`src/rtl/seq_det_pkg.sv`:
```
// rtl/seq_det_pkg.sv - shared constants for the parametrised serial pattern detector
package seq_det_pkg;

  localparam int         DEF_PAT_W    = 4;
  localparam logic [3:0] DEF_PAT_INIT = 4'b1011;
  localparam int         DEF_CNT_W    = 8;

  localparam logic MODE_NONOVL = 1'b0;
  localparam logic MODE_OVL    = 1'b1;

  // Width needed to hold a fill level of 0..pat_w inclusive.
  function automatic int fill_w(input int pat_w);
    return $clog2(pat_w + 1);
  endfunction

endpackage

```
`src/rtl/seq_det_sat_cnt.sv`:
```
// rtl/seq_det_sat_cnt.sv - saturating event counter with priority clear and sticky saturation flag
module seq_det_sat_cnt #(
  parameter int CNT_W = 8
) (
  input  logic             clock,
  input  logic             reset,
  input  logic             inc,
  input  logic             clr,
  output logic [CNT_W-1:0] count,
  output logic             sat
);

  localparam logic [CNT_W-1:0] CNT_MAX = '1;

  always_ff @(posedge clock) begin
    if (reset || clr) begin
      count <= '0;
      sat   <= 1'b0;
    end else if (inc && (count != CNT_MAX)) begin
      count <= count + CNT_W'(1);
      sat   <= (count == (CNT_MAX - CNT_W'(1)));
    end
  end

endmodule

```
`src/rtl/seq_detector_param.sv`:
```
// rtl/seq_detector_param.sv - parametrised serial pattern detector with reloadable pattern and match counter
// Optional don't-care mask compare is enabled by defining SEQ_DET_MASK_EN.
module seq_detector_param
  import seq_det_pkg::*;
#(
  parameter int               PAT_W    = DEF_PAT_W,
  parameter logic [PAT_W-1:0] PAT_INIT = PAT_W'(DEF_PAT_INIT),
  parameter int               CNT_W    = DEF_CNT_W
) (
  input  logic             clock,
  input  logic             reset,
  input  logic             seq_in,
  input  logic             in_valid,
  input  logic             overlap,
  input  logic             load_pat,
  input  logic [PAT_W-1:0] pat_in,
`ifdef SEQ_DET_MASK_EN
  input  logic [PAT_W-1:0] pat_mask_in,
`endif
  input  logic             clear_cnt,
  output logic             match,
  output logic [CNT_W-1:0] match_count,
  output logic             cnt_sat
);

  localparam int             FW        = fill_w(PAT_W);
  localparam logic [FW-1:0]  FILL_FULL = FW'(PAT_W);
  localparam logic [FW-1:0]  FILL_LAST = FW'(PAT_W - 1);

  logic [PAT_W-1:0] pattern_q;
  logic [PAT_W-2:0] hist_q;
  logic [FW-1:0]    fill_q;
  logic [PAT_W-1:0] cand;
  logic             take_bit;
  logic             hit;

  assign take_bit = in_valid && !load_pat;
  assign cand     = {hist_q, seq_in};

`ifdef SEQ_DET_MASK_EN
  logic [PAT_W-1:0] mask_q;

  always_ff @(posedge clock) begin
    if (reset) begin
      mask_q <= '1;
    end else if (load_pat) begin
      mask_q <= pat_mask_in;
    end
  end

  assign hit = take_bit && (fill_q >= FILL_LAST) && (((cand ^ pattern_q) & mask_q) == '0);
`else
  assign hit = take_bit && (fill_q >= FILL_LAST) && (cand == pattern_q);
`endif

  always_ff @(posedge clock) begin
    if (reset) begin
      pattern_q <= PAT_INIT;
      hist_q    <= '0;
      fill_q    <= '0;
      match     <= 1'b0;
    end else begin
      match <= hit;
      if (load_pat) begin
        pattern_q <= pat_in;
        hist_q    <= '0;
        fill_q    <= '0;
      end else if (in_valid) begin
        hist_q <= cand[PAT_W-2:0];
        // Non-overlap restarts accumulation so the next match needs a full fresh pattern.
        if (hit && (overlap == MODE_NONOVL)) begin
          fill_q <= '0;
        end else if (fill_q != FILL_FULL) begin
          fill_q <= fill_q + FW'(1);
        end
      end
    end
  end

  seq_det_sat_cnt #(
    .CNT_W (CNT_W)
  ) u_cnt (
    .clock (clock),
    .reset (reset),
    .inc   (hit),
    .clr   (clear_cnt),
    .count (match_count),
    .sat   (cnt_sat)
  );

endmodule

```
`config.mk`:
```
export PLATFORM = sky130hd
export DESIGN_NAME = seq_detector_param
export DESIGN_NICKNAME = d
export VERILOG_FILES = /design/src/rtl/seq_det_pkg.sv /design/src/rtl/seq_det_sat_cnt.sv /design/src/rtl/seq_detector_param.sv
export SDC_FILE = /design/constraint.sdc
export NUM_CORES = 1
export LEC_CHECK = 0
export CAP_MARGIN = 25
export CORE_MARGIN = 10
export CORE_UTILIZATION = 40
export DETAILED_ROUTE_END_ITERATION = 6
export GPL_TIMING_DRIVEN = 0
export PLACE_DENSITY_LB_ADDON = 0.3
export REMOVE_ABC_BUFFERS = 1
export SLEW_MARGIN = 20
export SYNTH_ARGS = -nofsm -noshare
export SYNTH_HDL_FRONTEND = slang
export SYNTH_SLANG_ARGS = --single-unit
export TNS_END_PERCENT = 10
```
`constraint.sdc`:
```
create_clock -name clock -period 2.3 [get_ports clock]
set_clock_uncertainty 0.1 [all_clocks]
set_input_delay 0.575 -clock clock [delete_from_list [all_inputs] [get_ports clock]]
set_output_delay 0.575 -clock clock [all_outputs]
set_load 0.005 [all_outputs]
```
Word-level counts from Yosys, hierarchy flattened
Cells that the tools add are included.
{"block": "op_classes", "mux": 2, "n_lt_le_gt_ge": 1, "bitwise": 1, "add_sub_neg": 2, "eq_ne": 4, "n_reduce_logical": 10}
{"cell": "$add A8 B1 Y8 const B", "count": 1}
{"cell": "$eq A8 B8 Y1 const B", "count": 1}
{"cell": "$ne A8 B8 Y1 const B", "count": 1}
{"cell": "$mux W3", "count": 2}
{"cell": "$logic_and A1 B1 Y1", "count": 5}
{"cell": "$eq A4 B4 Y1", "count": 1}
{"cell": "$add A3 B1 Y3 const B", "count": 1}
{"cell": "$ge A3 B2 Y1 const B", "count": 1}
{"cell": "$ne A3 B3 Y1 const B", "count": 1}
{"cell": "$reduce_and A2 Y1", "count": 1}
{"cell": "$reduce_bool A2 Y1", "count": 1}
{"cell": "$reduce_or A2 Y1", "count": 1}
{"cell": "$logic_not A1 Y1", "count": 1}
{"cell": "$logic_or A1 B1 Y1", "count": 1}
{"cell": "$not A1 Y1", "count": 1}
{"block": "word_totals", "word_cells": 26, "output_inout_bits": 10, "ff_bits": 20, "input_bits": 11}

Depth between registers and ports, before layout
Gate-level depths: netlist of the first run.
{"block": "logic_depth", "depth_word": 7, "ltp_mapped": 8, "mapped_depth_nobuf": 7}

Modules after synthesis
From an unflattened synthesis of the first run, not the netlist that was laid out.
{"block": "unflattened", "hier_cells": 112, "area_unflattened_um2": 1067.3}
{"mod": "seq_detector_param", "area_per_inst_um2": 560.5, "cells_each": 57, "instances": 1, "seq_area_each_um2": 220.2}
{"mod": "seq_det_sat_cnt", "area_per_inst_um2": 506.7, "cells_each": 55, "instances": 1, "seq_area_each_um2": 180.2}

Least setup slack after synthesis of the first run
Ideal clock, no wire load.
{"block": "synth_path", "path_type": "reg-to-reg", "start": "register fill_q[0]", "end": "register u_cnt.sat", "arrival_time_ps": 1804, "setup_ps": 70, "path_stages_with_launch": 9, "n_path_buf": 1, "slack_ps": 325, "required_ps": 2130, "period_less_slack_ps": 1975, "path_cell_list": "dfxtp_1 > ha_1 > ha_1 > a211oi_2 > nor4_4 > nand3_2 > buf_6 > or3_1 > a21oi_1"}
{"block": "synth_between", "elab_chain_len": 4}
{"item": "start: declaration", "line_no": "seq_detector_param.sv:32", "source": "logic [FW-1:0] fill_q;"}
{"item": "start signal: assignment", "line_no": "seq_detector_param.sv:74", "source": "fill_q <= fill_q + FW'(1);"}
{"item": "$ge A3 B2 Y1", "line_no": "seq_detector_param.sv:53", "source": "assign hit = take_bit && (fill_q >= FILL_LAST) && (cand == pattern_q);"}
{"item": "$logic_and A1 B1 Y1 (2 in a row)", "line_no": "seq_detector_param.sv:53"}
{"item": "$logic_and A1 B1 Y1", "line_no": "seq_det_sat_cnt.sv:19", "source": "end else if (inc && (count != CNT_MAX)) begin"}
{"item": "end signal: assignment", "line_no": "seq_det_sat_cnt.sv:21", "source": "sat <= (count == (CNT_MAX - CNT_W'(1)));"}
{"item": "end: declaration", "line_no": "seq_det_sat_cnt.sv:10", "source": "output logic sat"}
No other way between the ends.
A chain may end at the register's enable or synchronous reset.

Worst setup path in the final report of the first run
{"block": "layout_path", "start": "input seq_in", "end": "register u_cnt.count[5]"}
{"block": "layout_between", "elab_chain_len": 3}
{"item": "start: declaration", "line_no": "seq_detector_param.sv:12", "source": "input logic seq_in,"}
{"item": "$eq A4 B4 Y1", "line_no": "seq_detector_param.sv:53"}
{"item": "$logic_and A1 B1 Y1", "line_no": "seq_detector_param.sv:53"}
{"item": "$logic_and A1 B1 Y1", "line_no": "seq_det_sat_cnt.sv:19"}
{"item": "end signal: assignment", "line_no": "seq_det_sat_cnt.sv:20", "source": "count <= count + CNT_W'(1);"}
{"item": "end: declaration", "line_no": "seq_det_sat_cnt.sv:9", "source": "output logic [CNT_W-1:0] count,"}
No other way between the ends.

==> metrics, run 1 <==
H-tree levels 1; final WL 1.94 mm; Buffers on Ports 20; register area share after synthesis between 40% and 50%; largest fanout on the critical path 14; YS warnings 0; initial antenna violation count 0; die boundary height roughly 70 um; Synth Area per Inst 9.24 sq um; Hold Vio Cnt, Final 0; Top-Level Pins 21; clock-pin slew on the worst setup and hold paths approximately 0.11 ns; worst-case clock buffer depth 2; row cnt 17; DPL Wire Length 1.48 mm; Netlist cell types 27; number of maximum-capacitance violations 0; # setup viols final 0; post-synthesis mux area share under 10%; CP cell instances clkdlybuf4s50_1 > xor2_1 > nor3_4 > nand3_4 > or4_1 > a21oi_1; Max IR drop VDD 330 uV; P&R area growth vs syn 29.7%; Synth Instances 105; Core Footprint 2250 sq um; clock root buffer clkbuf_4; DR WL/cell 12.4 um; placed cell area 1180 sq um; Vias a little over 800; antenna cells 0; global route overflow 0; WP data required 2.44 ns; final net count roughly 150; PD cells roughly 500 nW/um^2; RSZ-0062 raised after global routing no; global-route wire length before repair between 3 and 4 mm; Post-Synth Adder-Cell Area 6.45%; Setup crit end kind flop; max-slew violation count 0; minimum clock period 2.08 ns; DR pass1 iterations 4; fill cell count ~220; post-synthesis register bit count 20; crit share post-route between 90% and 100%; Max stage delay on crit path approximately 0.50 ns; Leak ~0.45 nW; crit path kind in -> reg; Finished Cell Area about 1300 sq um; initial drt markers 30; CTS Buf Count 3; crit path DAT between 2 and 2.5 ns; CTS tree done; Synth Area in Simple Gates approximately 24%; Synth Area in Compound Gates 13.5%; die area around 4800 sq um; Worst Max-Slew Pin Slew roughly 0.5 ns; Hold Crit Class reg -> reg; share of cells above drive strength 1 10.9%; later-pin clock latency in the skew report around 0.3 ns; Synth Area in XOR/XNOR 6.32%; Peak Freq around 480 MHz; CP startpoint kind input pin; vias per cell approximately 5.2; GRT Overall Usage between 7 and 8%; largest net degree at the start of global routing 16; clock sink total 20; Placer Congestion between 0.7 and 0.8; Crit-path slowest cell or4_1; Starting Density between 40% and 50%; Cell Area, Synth 970 sq um; chip width between 60 and 70 um; drt drc 0; status finished, final reports clean; slew margin rel. roughly two thirds; Core Util, Final a little under three fifths; vias in the first global route 745; Routed Antenna Nets 0; largest family of logic cells by synthesized area simple AND/OR/NAND/NOR gates
==> cells in the final DEF (no fill, tap or decap), drive strengths merged <==
cell type	count
a211o	3
a211oi	1
a21oi	9
and4	1
buf	4
clkbuf	4
clkdlybuf4s50	18
dfxtp	20
dlygate4sd2	1
dlymetal6s2s	1
ha	5
inv	5
mux2i	4
nand2	7
nand3	4
nand4	2
nor2	8
nor2b	4
nor3	4
nor4	1
o21ai	5
o31ai	3
or2	2
or3	4
or4	2
xnor2	2
xor2	5
==> metal layers <==
metal / track usage [%] / vias up / routed length (um)
met4: 3.33 / 0 / 25
met2: 13.0 / 13 / 931
met3: 3.99 / 6 / 103
met5: 0 / - / 0
met1: 8.00 / 386 / 881
li1: - / 419 / -
==> report_power, final <==
group / total [mW] / internal, mW / switching (mW) / leakage (nW)
logic: 0.0560 / 0.0290 / 0.0270 / 0.266
registers: 0.358 / 0.353 / 0.00524 / 0.162
clock network: 0.201 / 0.0966 / 0.104 / 0.0210
==> repair_timing <==
item / CTS / global route
gates resized for setup: 2 / 1
hold buffers: 0 / 0
endpoints found under the setup margin: 2 / 2
buffers inserted: 0 / 4
pin swaps: 0 / 2
cloned: 0 / 0
==> kinds of logic (layout without fill, tap and decap cells) <==
logic type	after synthesis	after routing
simple gates	39	39
compound gates	21	21
flops	20	20
buf+inv	9	33
xor+xnor	7	7
fa+ha+maj	5	5
mux	4	4
==> path summary, 6_finish.rpt <==
kind	from	endpoint	slack, ns	depth (start not counted)
max	seq_in	u_cnt.count[5]	0.22	6
max reg2reg	fill_q[0]	u_cnt.count[5]	0.26	7
min reg2reg	u_cnt.sat	u_cnt.sat	0.36	2
min	u_cnt.sat	u_cnt.sat	0.36	2
==> cells in the mapped netlist <==
| library cell | n | area [sq um] |
|---|---|---|
| clkbuf_1 | 2 | 7.51 |
| nand3_2 | 1 | 10.0 |
| or3_1 | 4 | 25.0 |
| nor4_4 | 1 | 21.3 |
| o31ai_1 | 3 | 22.5 |
| nor2_1 | 8 | 30.0 |
| nor3_4 | 1 | 16.3 |
| a21oi_1 | 9 | 45.0 |
| nor3_1 | 3 | 15.0 |
| a211o_1 | 3 | 26.3 |
| o21ai_0 | 5 | 25.0 |
| or2_2 | 2 | 12.5 |
| nand4_1 | 2 | 12.5 |
| nor2b_1 | 4 | 25.0 |
| xnor2_1 | 2 | 17.5 |
| inv_1 | 5 | 18.8 |
| mux2i_1 | 4 | 40.0 |
| buf_1 | 1 | 3.75 |
| xor2_1 | 5 | 43.8 |
| nand3_1 | 3 | 15.0 |
| and4_1 | 1 | 8.76 |
| ha_1 | 5 | 62.6 |
| or4_1 | 2 | 15.0 |
| nand2_1 | 7 | 26.3 |
| a211oi_2 | 1 | 12.5 |
| dfxtp_1 | 20 | 400 |
| buf_6 | 1 | 11.3 |
==> layout make-up <==
class | count | area [sq um] | share of cell area (%)
repair buffers | 24 | 231 | 18.4
clock buffers | 4 | 36.3 | 2.89
well taps | 28 | 35.0 | 2.79
inverters | 5 | 18.8 | 1.49
multi-input cells | 76 | 536 | 42.6
flip-flops and latches | 20 | 400 | 31.8
==> metrics by stage <==
step / TNS [ns] / cells / setup WS [ns] / power, mW / hold WS, ns
after global routing: 0 / 157 / 0.108 / 0.648 / 0.406
after global placement: -1.78 / 149 / -0.333 / 0.421 / 0.341
after detailed placement: -2.30 / 149 / -0.388 / 0.423 / 0.354
after CTS: 0 / 153 / 0.0447 / 0.625 / 0.370
after floorplan: 0 / 101 / 0.228 / 0.394 / 0.348
final: 0 / 157 / 0.221 / 0.615 / 0.361
==> worst max-delay path: cells and delay by family <==
| kind | cells | cell delay (ns) |
|---|---|---|
| simple gates | 3 | 0.86 |
| compound gates | 1 | 0.15 |
| buf+inv | 1 | 0.44 |
| xor+xnor | 1 | 0.19 |
==> flip-flops by register name (all words and copies together), names as in the netlist <==
signal,count
fill_q,3
hist_q,3
pattern_q,4
u_cnt.count,8
match,1
u_cnt.sat,1
Note: power is estimated with default switching activity, not from simulation.
==> run 2: changes to the inputs <==
- CTS_BUF_LIST: default -> sky130_fd_sc_hd__clkbuf_4
==> run 2 against run 1 <==
  * Design area down 0.80%
  * Via count is 1.6% higher
  * Sequential power hardly changed
  * Combinational power is essentially flat
  * Fmax is 0.30% lower
  * Hold slack worse by 0.0010 ns
  * Die area unchanged
  * Total power decreased by 6.0%
  * Count of clock-buffer cells in the layout fell by 1
  * Register-to-register slack is essentially flat
  * First-iteration DRC count rose by 47%
  * Critical path depth unchanged
  * Highest routed layer unchanged
==> metrics, run 2 (same netlist as run 1, synthesis figures left out) <==
biggest regs u_cnt.count x8, pattern_q x4 (unchanged); global-route wire length before repair 3.23 mm (was 3.22 mm); Leak 0.444 nW (was 0.450 nW); crit path kind in -> reg (unchanged); switching share of power 23.0% (was 22.2%); initial drt markers 44 (was 30); register with the most flip-flops u_cnt.count (unchanged); share of cells above drive strength 1 10.1% (was 10.9%); CP startpoint kind input pin (unchanged); hold_ws 0.360 ns (was 0.361 ns); CTS tree done (unchanged); final net count 146 (unchanged); drt drc 0 (unchanged); sequential share of power 61.9% (was 58.2%); combinational fraction of design power 9.7% (was 9.1%); CTS Buf Count 3 (unchanged); most frequent cells in the layout dfxtp_1, clkdlybuf4s50_1, a21oi_1 (unchanged); Placer Congestion 0.741 (unchanged); Hold EP u_cnt.sat (unchanged); Setup crit end kind flop (unchanged); Top-Level Pins 21 (unchanged); worst-case clock buffer depth 2 (unchanged); H-tree levels 1 (unchanged); vias in the first global route 747 (was 745); worst slack, placed -0.388 ns (unchanged); Cells after DPL 149 (unchanged); Buffers on Ports 20 (unchanged); Post-CTS Hold Buffers 0 (unchanged); Peak Freq 480 MHz (was 481 MHz); clock-pin slew on the worst setup and hold paths 0.10 ns (was 0.11 ns); minimum clock period 2.08 ns (about the same); antenna cells 0 (unchanged); later-pin clock latency in the skew report 0.30 ns (about the same); die boundary height 69.2 um (unchanged); clock root buffer clkbuf_4 (unchanged); setup ws final 0.215 ns (was 0.221 ns); WP data required 2.44 ns (about the same); largest net degree at the start of global routing 16 (unchanged); Hold Crit Class reg -> reg (unchanged); Min-Delay Path Depth 2 (unchanged); R2R cell count 7 (unchanged); Core Footprint 2250 sq um (unchanged); Crit-path slowest cell or4_1 (unchanged); Max IR drop VDD 328 uV (was 330 uV); Starting Density 43.0% (unchanged); Hold Vio Cnt, Final 0 (unchanged); final WL 1.95 mm (was 1.94 mm); post-route insts no fill 157 (unchanged); Core Util, Final 55.3% (was 55.8%); GRT Overall Usage 7.81% (unchanged); RSZ-0062 raised after global routing no (unchanged); Clk pwr share 28.4% (was 32.7%); die area 4790 sq um (unchanged); chip width 69.2 um (unchanged); max reg flops 8 (unchanged); reg2reg end u_cnt.count[5] (unchanged); Vias 837 (was 824); number of maximum-capacitance violations 0 (unchanged); # setup viols final 0 (unchanged); Hold Startpoint u_cnt.sat (unchanged); max-slew violation count 0 (unchanged); clock sink total 20 (unchanged); design internal power 0.445 mW (was 0.479 mW); crit share post-route 90.6% (was 90.4%); DPL Wire Length 1.48 mm (unchanged); placed cell area 1180 sq um (unchanged); PD cells 464 nW/um^2 (was 489 nW/um^2); FF-to-FF Start fill_q[0] (unchanged); Finished Cell Area 1250 sq um (was 1260 sq um); initial antenna violation count 0 (unchanged); status finished, final reports clean (unchanged); DR WL/cell 12.4 um (about the same); Max stage delay on crit path 0.50 ns (about the same); Routed Antenna Nets 0 (unchanged); P_sw 0.133 mW (was 0.137 mW); row cnt 17 (unchanged); DR pass1 iterations 4 (unchanged); r2r setup slk 0.25 ns (was 0.26 ns); largest fanout on the critical path 14 (unchanged); P&R area growth vs syn 28.6% (was 29.7%); crit path DAT 2.22 ns (about the same); Worst Max-Slew Pin Slew 0.504 ns (was 0.501 ns); commonest non-fill, non-tap cell in the layout dfxtp_1 (unchanged); slew margin rel. 66.4% (was 66.6%); vias per cell 5.33 (was 5.25); CP cell instances clkdlybuf4s50_1 > xor2_1 > nor3_4 > nand3_4 > or4_1 > a21oi_1 (unchanged); global route overflow 0 (unchanged)
## run 2: cell types whose count changed in the layout (fill, tap and decap cells not counted), sizes merged
| cell | change |
|---|---|
| clkbuf | -1 |
| clkinv | +1 |
## run 2: layer usage
layer | vias to the layer above | part of all wire [%] | global-route usage [%]
li1 | 420 | - | -
met1 | 393 | 45 | 8.08
met2 | 19 | 48 | 12.9
met3 | 5 | 6.0 | 3.99
met4 | 0 | 1.3 | 3.33
met5 | - | 0 | 0
## run 2: power groups by stage
stage          clock network, mW  registers, mW  logic [mW]
4_1_cts                    0.175          0.358      0.0567
3_3_place_gp                   0          0.366      0.0550
5_1_grt                    0.194          0.359      0.0611
2_1_floorplan                  0          0.365      0.0285
6_report                   0.164          0.358      0.0560
3_5_place_dp                   0          0.366      0.0568
## run 2: how the worst max path moves through the flow
stage          slack [ns]              to  startpoint  cells after the start
3_3_place_gp        -0.33  u_cnt.count[5]    load_pat                      5
2_1_floorplan        0.23  u_cnt.count[5]   fill_q[0]                      7
5_1_grt              0.11  u_cnt.count[5]   fill_q[0]                      7
4_1_cts              0.04  u_cnt.count[7]    in_valid                      6
3_5_place_dp        -0.39  u_cnt.count[5]    load_pat                      5
6_report             0.22  u_cnt.count[5]      seq_in                      6
## run 2: area by class of cell
type	count	area, sq um
Sequential cell	20	400
Multi-Input combinational cell	76	536
Clock buffer	3	22.5
Clock inverter	1	3.75
Inverter	5	18.8
Fill cell	223	1010
Tap cell	28	35.0
Timing Repair Buffer	24	231
## run 2: critical path: cells and delay by family
kind,cells,cell delay (ns)
AOI/OAI and AO/OA,1,0.15
xor gates and xnor gates,1,0.19
buffers and inverters,1,0.44
and+or+nand+nor,3,0.87
## run 2: what timing repair did
action | in CTS | in global routing
buffers inserted | 0 | 4
endpoints found under the setup margin | 2 | 2
resized for setup | 2 | 1
pin swaps | 0 | 2
## run 2: through the flow
| step | TNS [ns] | total power [mW] |
|---|---|---|
| 4_1_cts | 0 | 0.590 |
| 3_3_place_gp | -1.78 | 0.421 |
| 5_1_grt | 0 | 0.614 |
| 6_report | 0 | 0.579 |
| 2_1_floorplan | 0 | 0.394 |
| 3_5_place_dp | -2.30 | 0.423 |
==> run 3: changes to the inputs <==
- GPL_ROUTABILITY_DRIVEN: default -> 0
- MAX_ROUTING_LAYER: default -> met4
==> run 3 against run 2 <==
  * Critical path depth increased by 2
  * Die area is the same
  * Design area unchanged
  * Critical endpoint is now u_cnt.count[6]
  * Largest power group unchanged
==> metrics, run 3 (same netlist as run 1, synthesis figures left out) <==
minimum clock period 2.17 ns (was 2.08 ns); r2r setup slk 0.13 ns (was 0.25 ns); WP data required 2.44 ns (about the same); antenna cells 0 (unchanged); Clk pwr share 28.4% (about the same); H-tree levels 1 (unchanged); post-route setup TNS 0 ns (unchanged); worst slack, placed -0.388 ns (unchanged); Starting Density 43.0% (unchanged); Crit-path slowest cell dfxtp_1 (was or4_1); global route overflow 0 (unchanged); CP most frequent cell ha_1; # setup viols final 0 (unchanged); clock root buffer clkbuf_4 (unchanged); slew margin rel. 66.4% (about the same); sequential share of power 61.9% (about the same); clock sink total 20 (unchanged); Leak 0.444 nW (about the same); share of cells above drive strength 1 10.1% (unchanged); row cnt 17 (unchanged); Setup crit end kind flop (unchanged); Peak Freq 462 MHz (was 480 MHz); Worst path depth 8 (was 6); worst-case clock buffer depth 2 (unchanged); initial antenna violation count 0 (unchanged); DPL Wire Length 1.48 mm (unchanged); CP startpoint kind flop (was input pin); commonest non-fill, non-tap cell in the layout dfxtp_1 (unchanged); DR pass1 iterations 4 (unchanged); CP bufs+invs 1 (unchanged); chip width 69.2 um (unchanged); final net count 146 (unchanged); max-slew violation count 0 (unchanged); global-route wire length before repair 3.22 mm (was 3.23 mm); max reg flops 8 (unchanged); Critical Path Start fill_q[0] (was seq_in); P&R area growth vs syn 28.6% (unchanged); Routed Antenna Nets 0 (unchanged); reg2reg end u_cnt.count[6] (was u_cnt.count[5]); combinational fraction of design power 9.7% (about the same); CTS tree done (unchanged); register with the most flip-flops u_cnt.count (unchanged); CTS Buf Count 3 (unchanged); biggest regs u_cnt.count x8, pattern_q x4 (unchanged); Vias 822 (was 837); most frequent cells in the layout dfxtp_1, clkdlybuf4s50_1, a21oi_1 (unchanged); initial drt markers 33 (was 44); final WL 1.93 mm (was 1.95 mm); number of maximum-capacitance violations 0 (unchanged); crit path kind reg -> reg (was in -> reg); RSZ-0062 raised after global routing no (unchanged); Worst Max-Slew Pin Slew 0.504 ns (about the same); crit-path leading delay family simple AND/OR/NAND/NOR gates (unchanged); PD cells 464 nW/um^2 (about the same); DR WL/cell 12.3 um (was 12.4 um); P_sw 0.133 mW (about the same); vias in the first global route 748 (was 747); clock-pin slew on the worst setup and hold paths 0.10 ns (about the same); largest fanout on the critical path 9 (was 14); switching share of power 23.0% (about the same); Max stage delay on crit path 0.42 ns (was 0.50 ns); largest net degree at the start of global routing 16 (unchanged); setup ws final 0.134 ns (was 0.215 ns); Core Footprint 2250 sq um (unchanged); drt drc 0 (unchanged); CP cell instances ha_1 > ha_1 > a211oi_2 > nor4_4 > nand3_4 > buf_4 > or3_1 > a21oi_1 (was clkdlybuf4s50_1 > xor2_1 > nor3_4 > nand3_4 > or4_1 > a21oi_1); GRT Overall Usage 7.98% (was 7.81%); vias per cell 5.24 (was 5.33); Hold Vio Cnt, Final 0 (unchanged); Worst Setup EP u_cnt.count[6] (was u_cnt.count[5]); design internal power 0.445 mW (about the same); later-pin clock latency in the skew report 0.30 ns (about the same); Post-CTS Hold Buffers 0 (unchanged); crit path DAT 2.30 ns (was 2.22 ns); FF-to-FF Start fill_q[0] (unchanged); die boundary height 69.2 um (unchanged); Buffers on Ports 20 (unchanged); Hold Crit Class reg -> reg (unchanged); crit share post-route 94.2% (was 90.6%); Max IR drop VDD 328 uV (about the same); status finished, final reports clean (unchanged); Top-Level Pins 21 (unchanged); die area 4790 sq um (unchanged); R2R cell count 8 (was 7)
[run 3: cell counts in the layout (fill, tap and decap cells not counted)]
Identical to the previous run, type by type.
[run 3: power by group through the flow]
stage / Combinational [mW] / Sequential (mW) / Clock (mW)
after floorplan: 0.0285 / 0.365 / 0
after detailed placement: 0.0568 / 0.366 / 0
final: 0.0559 / 0.358 / 0.164
after CTS: 0.0567 / 0.358 / 0.175
after global routing: 0.0610 / 0.359 / 0.194
after global placement: 0.0550 / 0.366 / 0
[run 3: per-layer routing]
| layer | wire, um | vias to the layer above | global-route usage [%] |
|---|---|---|---|
| met1 | 884 | 380 | 8.00 |
| met5 | 0 | - | - |
| li1 | - | 422 | - |
| met3 | 107 | 5 | 3.99 |
| met4 | 25 | 0 | 3.33 |
| met2 | 916 | 15 | 12.9 |
[run 3: layout make-up]
type | count | area, sq um
clock buffer | 3 | 22.5
tap | 28 | 35.0
fill | 222 | 1010
timing repair buffer | 24 | 231
multi-input combinational | 76 | 536
inverter | 5 | 18.8
clock inverter | 1 | 3.75
sequential | 20 | 400
[run 3: per-stage QoR]
step / total power, mW / utilization, % / instances / hold WS, ns / cell area [sq um]
6_report: 0.578 / 55.3 / 157 / 0.368 / 1250
3_3_place_gp: 0.421 / 52.4 / 149 / 0.341 / 1180
3_5_place_dp: 0.423 / 52.4 / 149 / 0.354 / 1180
5_1_grt: 0.614 / 55.3 / 157 / 0.406 / 1250
4_1_cts: 0.590 / 53.9 / 153 / 0.370 / 1210
2_1_floorplan: 0.394 / - / 101 / 0.348 / 947
[run 3: worst min-delay path, delay by kind of cell (launching register included)]
kind / cells / cell delay [ns]
compound gates: 1 / 0.05
flops: 1 / 0.33
simple gates: 1 / 0.05
[run 3: worst min path at each step]
stage / slack [ns] / from / depth (start not counted) / to
finish: 0.37 / u_cnt.sat / 2 / u_cnt.sat
global route: 0.41 / u_cnt.sat / 2 / u_cnt.sat
CTS: 0.37 / u_cnt.sat / 2 / u_cnt.sat
detailed placement: 0.35 / u_cnt.sat / 2 / u_cnt.sat
global placement: 0.34 / u_cnt.sat / 2 / u_cnt.sat
floorplan: 0.35 / u_cnt.sat / 2 / u_cnt.sat
[run 3: what timing repair did]
item                                   in CTS  in global routing
pin swaps                                   0                  1
setup endpoints to repair                   2                  2
resized for setup                           2                  1
endpoints found under the hold margin       0                  0
setup buffers                               0                  4
